==> src/rtl/uart_sample_scheduler_if.sv <==
// Byte handshake between uart_sample_scheduler (master) and uart_tx (slave).
interface uart_sample_scheduler_if;
   logic       tx_start;
   logic [7:0] tx_data;
   logic       tx_busy;

   modport master (output tx_start, output tx_data, input tx_busy);
   modport slave  (input tx_start, input tx_data, output tx_busy);
endinterface

==> src/rtl/uart_sample_scheduler.sv <==
// Captures NCH samples every DECIM-th sample_clk rise and streams 'C','H','0'+ch,MSB,LSB records to uart_tx.
// Optional: UART_FRAME_CHECKSUM_EN appends an XOR checksum byte to every record.
module uart_sample_scheduler #(
   parameter int unsigned W     = 16,
   parameter int unsigned NCH   = 4,
   parameter int unsigned DECIM = 32
) (
   input  logic                           clk,
   input  logic                           rst_n,
   input  logic                           sample_clk,
   input  logic                           enable,
   input  logic [W-1:0]                   sample_in0,
   input  logic [W-1:0]                   sample_in1,
   input  logic [W-1:0]                   sample_in2,
   input  logic [W-1:0]                   sample_in3,
   uart_sample_scheduler_if.master        tx,
   output logic                           frame_active,
   output logic [7:0]                     overrun_count,
   output logic                           frame_toggle
);

   generate
      if (W != 16) begin : g_bad_w
         $error("uart_sample_scheduler: W must be 16");
      end
      if (NCH < 1 || NCH > 4) begin : g_bad_nch
         $error("uart_sample_scheduler: NCH must be 1..4");
      end
      if (DECIM < 1 || DECIM > 255) begin : g_bad_decim
         $error("uart_sample_scheduler: DECIM must be 1..255");
      end
   endgenerate

`ifdef UART_FRAME_CHECKSUM_EN
   localparam logic [2:0] LAST_BYTE = 3'd5;
`else
   localparam logic [2:0] LAST_BYTE = 3'd4;
`endif
   localparam logic [7:0] DECIM_LAST = 8'(DECIM - 1);
   localparam logic [1:0] CH_LAST    = 2'(NCH - 1);

   typedef enum logic [2:0] {IDLE, LOAD, START, WAIT_BUSY, WAIT_IDLE} state_t;

   state_t       state;
   logic         sample_clk_q;
   logic [7:0]   decim_cnt;
   logic [W-1:0] snap [4];
   logic [W-1:0] samples [4];
   logic [1:0]   ch;
   logic [2:0]   byte_idx;
   logic [1:0]   to_cnt;
   logic         rise;
   logic         capture;
   logic [7:0]   hdr_ch;
   logic [W-1:0] cur;
   logic [7:0]   csum;
   logic [7:0]   next_byte;

   assign samples[0] = sample_in0;
   assign samples[1] = sample_in1;
   assign samples[2] = sample_in2;
   assign samples[3] = sample_in3;

   assign rise    = sample_clk & ~sample_clk_q;
   assign capture = enable & rise & (decim_cnt == DECIM_LAST);

   always_comb begin
      hdr_ch    = 8'h30 + {6'd0, ch};
      cur       = snap[ch];
      csum      = 8'h43 ^ 8'h48 ^ hdr_ch ^ cur[15:8] ^ cur[7:0];
      next_byte = '0;
      case (byte_idx)
         3'd0:    next_byte = 8'h43;
         3'd1:    next_byte = 8'h48;
         3'd2:    next_byte = hdr_ch;
         3'd3:    next_byte = cur[15:8];
         3'd4:    next_byte = cur[7:0];
         default: next_byte = csum;
      endcase
   end

   always_ff @(posedge clk or negedge rst_n) begin
      if (!rst_n) begin
         state         <= IDLE;
         sample_clk_q  <= 1'b0;
         decim_cnt     <= '0;
         ch            <= '0;
         byte_idx      <= '0;
         to_cnt        <= '0;
         tx.tx_start   <= 1'b0;
         tx.tx_data    <= '0;
         frame_active  <= 1'b0;
         overrun_count <= '0;
         frame_toggle  <= 1'b0;
         for (int unsigned i = 0; i < 4; i++) snap[i] <= '0;
      end else begin
         sample_clk_q <= sample_clk;
         tx.tx_start  <= 1'b0;

         if (!enable)
            decim_cnt <= '0;
         else if (rise)
            decim_cnt <= (decim_cnt == DECIM_LAST) ? '0 : decim_cnt + 8'd1;

         // A capture point while any frame is still in flight (including its final cycle) is dropped.
         if (capture && state != IDLE && overrun_count != 8'hFF)
            overrun_count <= overrun_count + 8'd1;

         case (state)
            IDLE: begin
               if (capture) begin
                  for (int unsigned i = 0; i < NCH; i++) snap[i] <= samples[i];
                  ch           <= '0;
                  byte_idx     <= '0;
                  frame_active <= 1'b1;
                  state        <= LOAD;
               end
            end
            LOAD: begin
               tx.tx_data <= next_byte;
               state      <= START;
            end
            START: begin
               if (!tx.tx_busy) begin
                  tx.tx_start <= 1'b1;
                  to_cnt      <= '0;
                  state       <= WAIT_BUSY;
               end
            end
            WAIT_BUSY: begin
               if (tx.tx_busy || to_cnt == 2'd3)
                  state <= WAIT_IDLE;
               else
                  to_cnt <= to_cnt + 2'd1;
            end
            WAIT_IDLE: begin
               if (!tx.tx_busy) begin
                  if (byte_idx == LAST_BYTE) begin
                     byte_idx <= '0;
                     if (ch == CH_LAST) begin
                        frame_active <= 1'b0;
                        frame_toggle <= ~frame_toggle;
                        state        <= IDLE;
                     end else begin
                        ch    <= ch + 2'd1;
                        state <= LOAD;
                     end
                  end else begin
                     byte_idx <= byte_idx + 3'd1;
                     state    <= LOAD;
                  end
               end
            end
            default: state <= IDLE;
         endcase
      end
   end

endmodule

==> src/flat_wrapper.sv <==
// flat-port wrapper written by rule: the top's interface ports become plain ports
module uart_sample_scheduler_flat 
#(
   parameter int unsigned W     = 16,
   parameter int unsigned NCH   = 4,
   parameter int unsigned DECIM = 32
)
  (clk, rst_n, sample_clk, enable, sample_in0, sample_in1, sample_in2, sample_in3, frame_active, overrun_count, frame_toggle, tx_tx_start, tx_tx_data, tx_tx_busy);
  uart_sample_scheduler_if tx_i ();
  input  logic clk;
  input  logic rst_n;
  input  logic sample_clk;
  input  logic enable;
  input  logic [W-1:0] sample_in0;
  input  logic [W-1:0] sample_in1;
  input  logic [W-1:0] sample_in2;
  input  logic [W-1:0] sample_in3;
  output logic frame_active;
  output logic [7:0] overrun_count;
  output logic frame_toggle;
  output wire logic [$bits(tx_i.tx_start)-1:0] tx_tx_start;
  output wire logic [$bits(tx_i.tx_data)-1:0] tx_tx_data;
  input wire logic [$bits(tx_i.tx_busy)-1:0] tx_tx_busy;
  assign tx_tx_start = tx_i.tx_start;
  assign tx_tx_data = tx_i.tx_data;
  assign tx_i.tx_busy = tx_tx_busy;
  uart_sample_scheduler #(.W(W), .NCH(NCH), .DECIM(DECIM)) u_core (.clk(clk), .rst_n(rst_n), .sample_clk(sample_clk), .enable(enable), .sample_in0(sample_in0), .sample_in1(sample_in1), .sample_in2(sample_in2), .sample_in3(sample_in3), .tx(tx_i), .frame_active(frame_active), .overrun_count(overrun_count), .frame_toggle(frame_toggle));
endmodule
==> config.mk <==
export PLATFORM = sky130hd
export DESIGN_NAME = uart_sample_scheduler_flat
export DESIGN_NICKNAME = d
export VERILOG_FILES = /design/src/rtl/uart_sample_scheduler_if.sv /design/src/rtl/uart_sample_scheduler.sv /design/src/flat_wrapper.sv
export SDC_FILE = /design/constraint.sdc
export NUM_CORES = 1
export LEC_CHECK = 0
export BUFFER_PORTS_ARGS = -buffer_cell sky130_fd_sc_hd__buf_2
export CORE_UTILIZATION = 60
export DETAILED_ROUTE_END_ITERATION = 8
export PLACE_DENSITY = 0.84
export SLEW_MARGIN = 25
export SYNTH_ARGS = -nofsm -noshare
export SYNTH_HDL_FRONTEND = slang
export SYNTH_SLANG_ARGS = --single-unit
==> constraint.sdc <==
create_clock -name clk -period 4.3 [get_ports clk]
set_clock_uncertainty 0.15 [all_clocks]
set_input_delay 1.29 -clock clk [delete_from_list [all_inputs] [get_ports clk]]
set_output_delay 1.29 -clock clk [all_outputs]
set_load 0.01 [all_outputs]
; Word-level counts from Yosys, hierarchy flattened
; Index checks and enable logic that the tools add are counted.
[totals]
ff_bits = 102
word_cells = 101
in_bits = 69
[classes]
order_cmp = 1
muxes = 33
n_addsub = 6
bitwise = 10
eq_ne = 21
reduce_logical = 15
[op_table]
columns = op, n
row1 = 8-bit case mux with 5 select lines, 1
row2 = 16-bit binary-select mux with 2-bit select, 1
row3 = 16-bit two-way mux, 2
row4 = 8-bit two-way mux, 3
row5 = 3-bit two-way mux, 7
row6 = "8-bit by 1-bit adder with 8-bit output, second input constant", 2
row7 = 8-bit XOR, 2
row8 = 3-bit case mux with 5 select lines, 1
row9 = "3-bit by 2-bit equality test with 1-bit output, second input constant", 4
row10 = 2-bit two-way mux, 6
row11 = "2-bit by 1-bit != test with 1-bit output, second input constant", 5
row12 = 5-bit AND reduction, 2
row13 = "8-bit by 5-bit equality test with 1-bit output, second input constant", 1
row14 = 1-bit two-way mux, 8
row15 = "2-bit != test, second input constant", 4
row16 = "8-bit != test, second input constant", 1
row17 = 2-bit case mux with 2 select lines, 2
row18 = 4-bit AND reduction, 2
row19 = "6-bit by 2-bit adder with 7-bit output, first input constant", 1
row20 = "3-bit by 1-bit equality test with 1-bit output, second input constant", 2
row21 = "3-bit equality test, second input constant", 2
row22 = 3-bit logical NOT, 2
row23 = 3-bit case mux with 2 select lines, 1
row24 = 3-bit AND reduction, 2
row25 = other kinds (14), 22

; Depth between registers and ports, before layout
[depth]
word_depth = 7
depth_mapped = 8
mapped_depth_nobuf = 6

; Worst setup path after synthesis
; Ideal clock, no wire load.
[synth_path]
kind = input-to-reg
startpoint = input enable
endpoint = register u_core.frame_active
arrival_ps = 2222
slack_ps = 1794
setup_ps = 134
required_time_ps = 4016
stages = 5
cell_sequence = and3b_1 -> nand4_1 -> clkbuf_1 -> clkbuf_1 -> nand2_1
[synth_between]
elab_chain_len = 4
[synth_rtl]
columns = item, line
row1 = start: declaration, flat_wrapper.sv:13  ; input logic enable;
row2 = 1-bit AND (2 in a row), uart_sample_scheduler.sv:65  ; assign capture = enable & rise & (decim_cnt == DECIM_LAST);
row3 = 2-bit by 1-bit != test with 1-bit output (no line), -
row4 = 5-bit AND reduction (no line), -
row5 = end signal: assignment, uart_sample_scheduler.sv:92  ; frame_active <= 1'b0;
row6 = end signal: assignment, uart_sample_scheduler.sv:115  ; frame_active <= 1'b1;
row7 = end signal: assignment, uart_sample_scheduler.sv:141  ; frame_active <= 1'b0;
row8 = end: declaration, uart_sample_scheduler.sv:17  ; output logic frame_active,
; Every way passes these cells.
; A chain may end at the register's enable or synchronous reset.

; Worst setup path after layout
[layout_path]
startpoint = input enable
endpoint = register u_core.snap[59] (netlist bit)
[layout_between]
elab_chain_len = 3
[layout_rtl]
columns = item, line
row1 = 1-bit AND (2 in a row), uart_sample_scheduler.sv:65
row2 = 2-bit AND reduction (no line), -
row3 = end: declaration, uart_sample_scheduler.sv:47  ; logic [W-1:0] snap [4];
; Every way passes these cells.

==> key figures <==
Status
  • Status: complete, no violations

Routing
  • Drt via density: 5.74
  • # DRC: 0
  • Wire per inst: 15.7 microns
  • Drt first pass iters: 5
  • Iteration-0 DRC Markers: 324
  • Drt total wl: 11400 microns
  • Number of nets with antenna violations after routing: 0
  • Vias after detailed routing: about 4200

GRT
  • Total GRT Usage: 0.271
  • Vias in the first global route: 3959
  • First-pass GRT wire length: 18500 microns
  • Initial antenna violation count: 0
  • GRT overflow: 0
  • Largest net degree at the start of global routing: 66

Logic synthesis
  • Yosys top cell area share: 0.488
  • Synth warn: 0
  • Distinct cells, synth: 59
  • Main flop type after synthesis: dfrtp_1
  • Synth Register Bits: 102
  • Mapped cell area: ~5200 sq um
  • Mapped Cells: around 540
  • Seq/Total Area, Yosys: 0.488
  • Syn_nets: a little over 600
  • Post-synth EDFFs: 0
  • Area contributors post-synth: dfrtp_1 49%, nand2_1 15%, mux4_2 6.5%, xnor2_1 2.8%, xor2_1 2.2%
  • Async set-reset flop share out of synthesis: 1.00
  • Syn avg cell area: 9.64 sq um
  • Largest area contributor in the netlist: dfrtp_1

Place
  • RePlAce Congestion: 0.885
  • Place WS: 1.11 ns
  • Detailed placement HPWL: 8140 microns
  • I/O Buffers: 87

CTS
  • Clk_lat worst skew: 0.37 ns
  • H-tree levels: 3
  • Setup Fix Bufs, Post-CTS: 0
  • Num Clock Sinks: 102
  • # resized after CTS: 0
  • Root buffer cell: clkbuf_8
  • Num CTS Buffers: 9
  • CTS tree: built
  • CTS Hold Buffers Added: 0
  • Worst-case clock buffer depth: 2
  • Clock-pin slew on the worst setup and hold paths: 0.10 ns

Final layout
  • Final net count: 697
  • Area occupied by registers: 2550 sq um
  • # fillers: about 640
  • # diodes: 0
  • Synth-to-layout area growth: 13.5%
  • Share of cells above drive strength 1: 0.231
  • Multi-input logic area: 2530 sq um

STA
  • Unrepaired setup endpoints after global routing: no
  • Setup WS post-layout: 1.45 ns
  • Max Freq: about 350 MHz
  • Hold slack: 0.321 ns
  • Max-slew violation count: 0
  • Final Cycle Share: 0.662
  • Slew HR: 0.376
  • Setup TNS: 0 ns
  • Final Hold Viols: 0
  • Worst-Margin Slew: around 0.94 ns
  • Endpoints failing setup: 0
  • Min Tclk post-route: 2.85 ns

Job
  • Max-cap violations: 0

Critical path
  • Worst EP required: 4.46 ns
  • Crit path top cell by count: nand2_1
  • Worst Path Arrival: 3.00 ns
  • Startpoint types: input port
  • Slowest cell on crit path: and4_2
  • Critical Setup Path Class: in -> reg
  • Max FO, Critical Path: 38
  • CP peak stage delay: slightly above 0.6 ns
  • Worst-path cell chain: buf_2 > and3b_1 > and4_2 > buf_4 > nand2_1 > nand2_1
  • Crit. End Element: flip-flop

Floorplan
  • Row count: 33
  • Core ar.: 8340 sq um
  • Die extent in x: 95.4 microns
  • Die Footprint: 9100 sq um
  • Die H: 95.4 microns
  • Initial Utilization: 0.628
  • I/O Pins: 88

Pwr
  • Peak VDD IR: 0.000270 V
  • PD cells: 413 nW/um^2
  • Leak pwr: 3.13 nW

Worst hold path
  • Worst Hold Class: reg -> reg
==> through the flow <==
stage | total power, mW | area [sq um] | instances | utilization
floorplan | 1.62 | 5230 | 543 | -
global placement | 1.78 | 5720 | 713 | 0.685
detailed placement | 1.80 | 5720 | 713 | 0.685
CTS | 2.46 | 5940 | 729 | 0.712
global route | 2.58 | 5940 | 729 | 0.712
finish | 2.45 | 5940 | 729 | 0.712
==> cell type report <==
cell class / count / share of cell area
Clock buffer: 11 / 0.0238
Clock inverter: 5 / 0.0137
Inverter: 5 / 0.00316
Multi-Input combinational cell: 408 / 0.426
Sequential cell: 102 / 0.430
Tap cell: 105 / 0.0221
Timing Repair Buffer: 93 / 0.0813
==> critical path, delay by kind of cell <==
family	cells	cell delay, ns
buffers and inverters	2	0.57
AND/OR/NAND/NOR	4	1.13
==> path summary, 6_finish.rpt <==
path	end	from	cells past startpoint	slack, ns
min in group asynchronous	u_core.overrun_count[7]	rst_n	1	0.76
max in group asynchronous	u_core.snap[18]	rst_n	2	2.42
setup / recovery	u_core.snap[59]	enable	6	1.45
setup reg to reg	u_core.snap[59]	u_core.state[1]	5	1.59
hold / removal	u_core.snap[7]	u_core.snap[7]	2	0.32
hold reg to reg	u_core.snap[7]	u_core.snap[7]	2	0.32
==> synthesized netlist by cell type (6+ instances only) <==
| cell | instances |
|---|---|
| nand2_1 | 210 |
| dfrtp_1 | 102 |
| a21oi_1 | 7 |
| and2_1 | 6 |
| xor2_1 | 13 |
| nor2_1 | 13 |
| and3_1 | 7 |
| ha_1 | 9 |
| a211oi_1 | 6 |
| buf_2 | 12 |
| mux4_2 | 15 |
| xnor2_1 | 17 |
| clkbuf_1 | 13 |
| nand3_1 | 10 |
| o21ai_0 | 10 |
| mux2_2 | 7 |
==> layout by cell type (no fill, tap or decap), types with 3 or more instances in the layout <==
master      n
a22oi_1     5
mux2i_1     5
nor2_1     13
mux2_2      7
nand2b_1    3
clkbuf_8   10
xnor2_1    17
a211oi_1    6
mux4_2     15
nand2_1   210
a31oi_1     4
dfrtp_1   102
o21ai_0    10
and2_1      6
a22o_1      4
nand3_1    10
buf_2      86
xor2_1     13
o22ai_1     5
o211ai_1    3
inv_1       4
and3_1      7
nand4_1     5
ha_1        9
nor3_1      3
a21oi_1     7
buf_4       7
==> logic make-up after synthesis <==
group,count (synthesis),share of synthesized area
AND/OR/NAND/NOR,279,0.236
multiplexers,28,0.0920
flip-flops,102,0.488
XOR/XNOR,30,0.0502
AO/OA/AOI/OAI,62,0.0830
adder cells (fa/ha/maj),9,0.0215
buffers and inverters,33,0.0292
==> registers in the layout, indices dropped and copies added (netlist names) <==
signal and cells:
u_core.decim_cnt 8, u_core.state 3, u_core.ch 2, u_core.sample_clk_q 1, u_core.tx.tx_start 1, u_core.byte_idx 3
u_core.tx.tx_data 8, u_core.frame_toggle 1, u_core.to_cnt 2, u_core.overrun_count 8, u_core.snap 64, u_core.frame_active 1
==> report_power, final <==
group	switching [mW]	internal [mW]	leakage [nW]
combinational	0.306	0.294	1.62
clock	0.326	0.345	0.110
sequential	0.145	1.03	1.40
==> layer usage <==
layer,wire length (microns),vias up,GRT usage
met5,0,-,0
met3,649,24,0.0470
met4,235,0,0.117
li1,-,1996,-
met1,4960,2028,0.376
met2,5580,137,0.423
(Power assumes the default switching activity.)
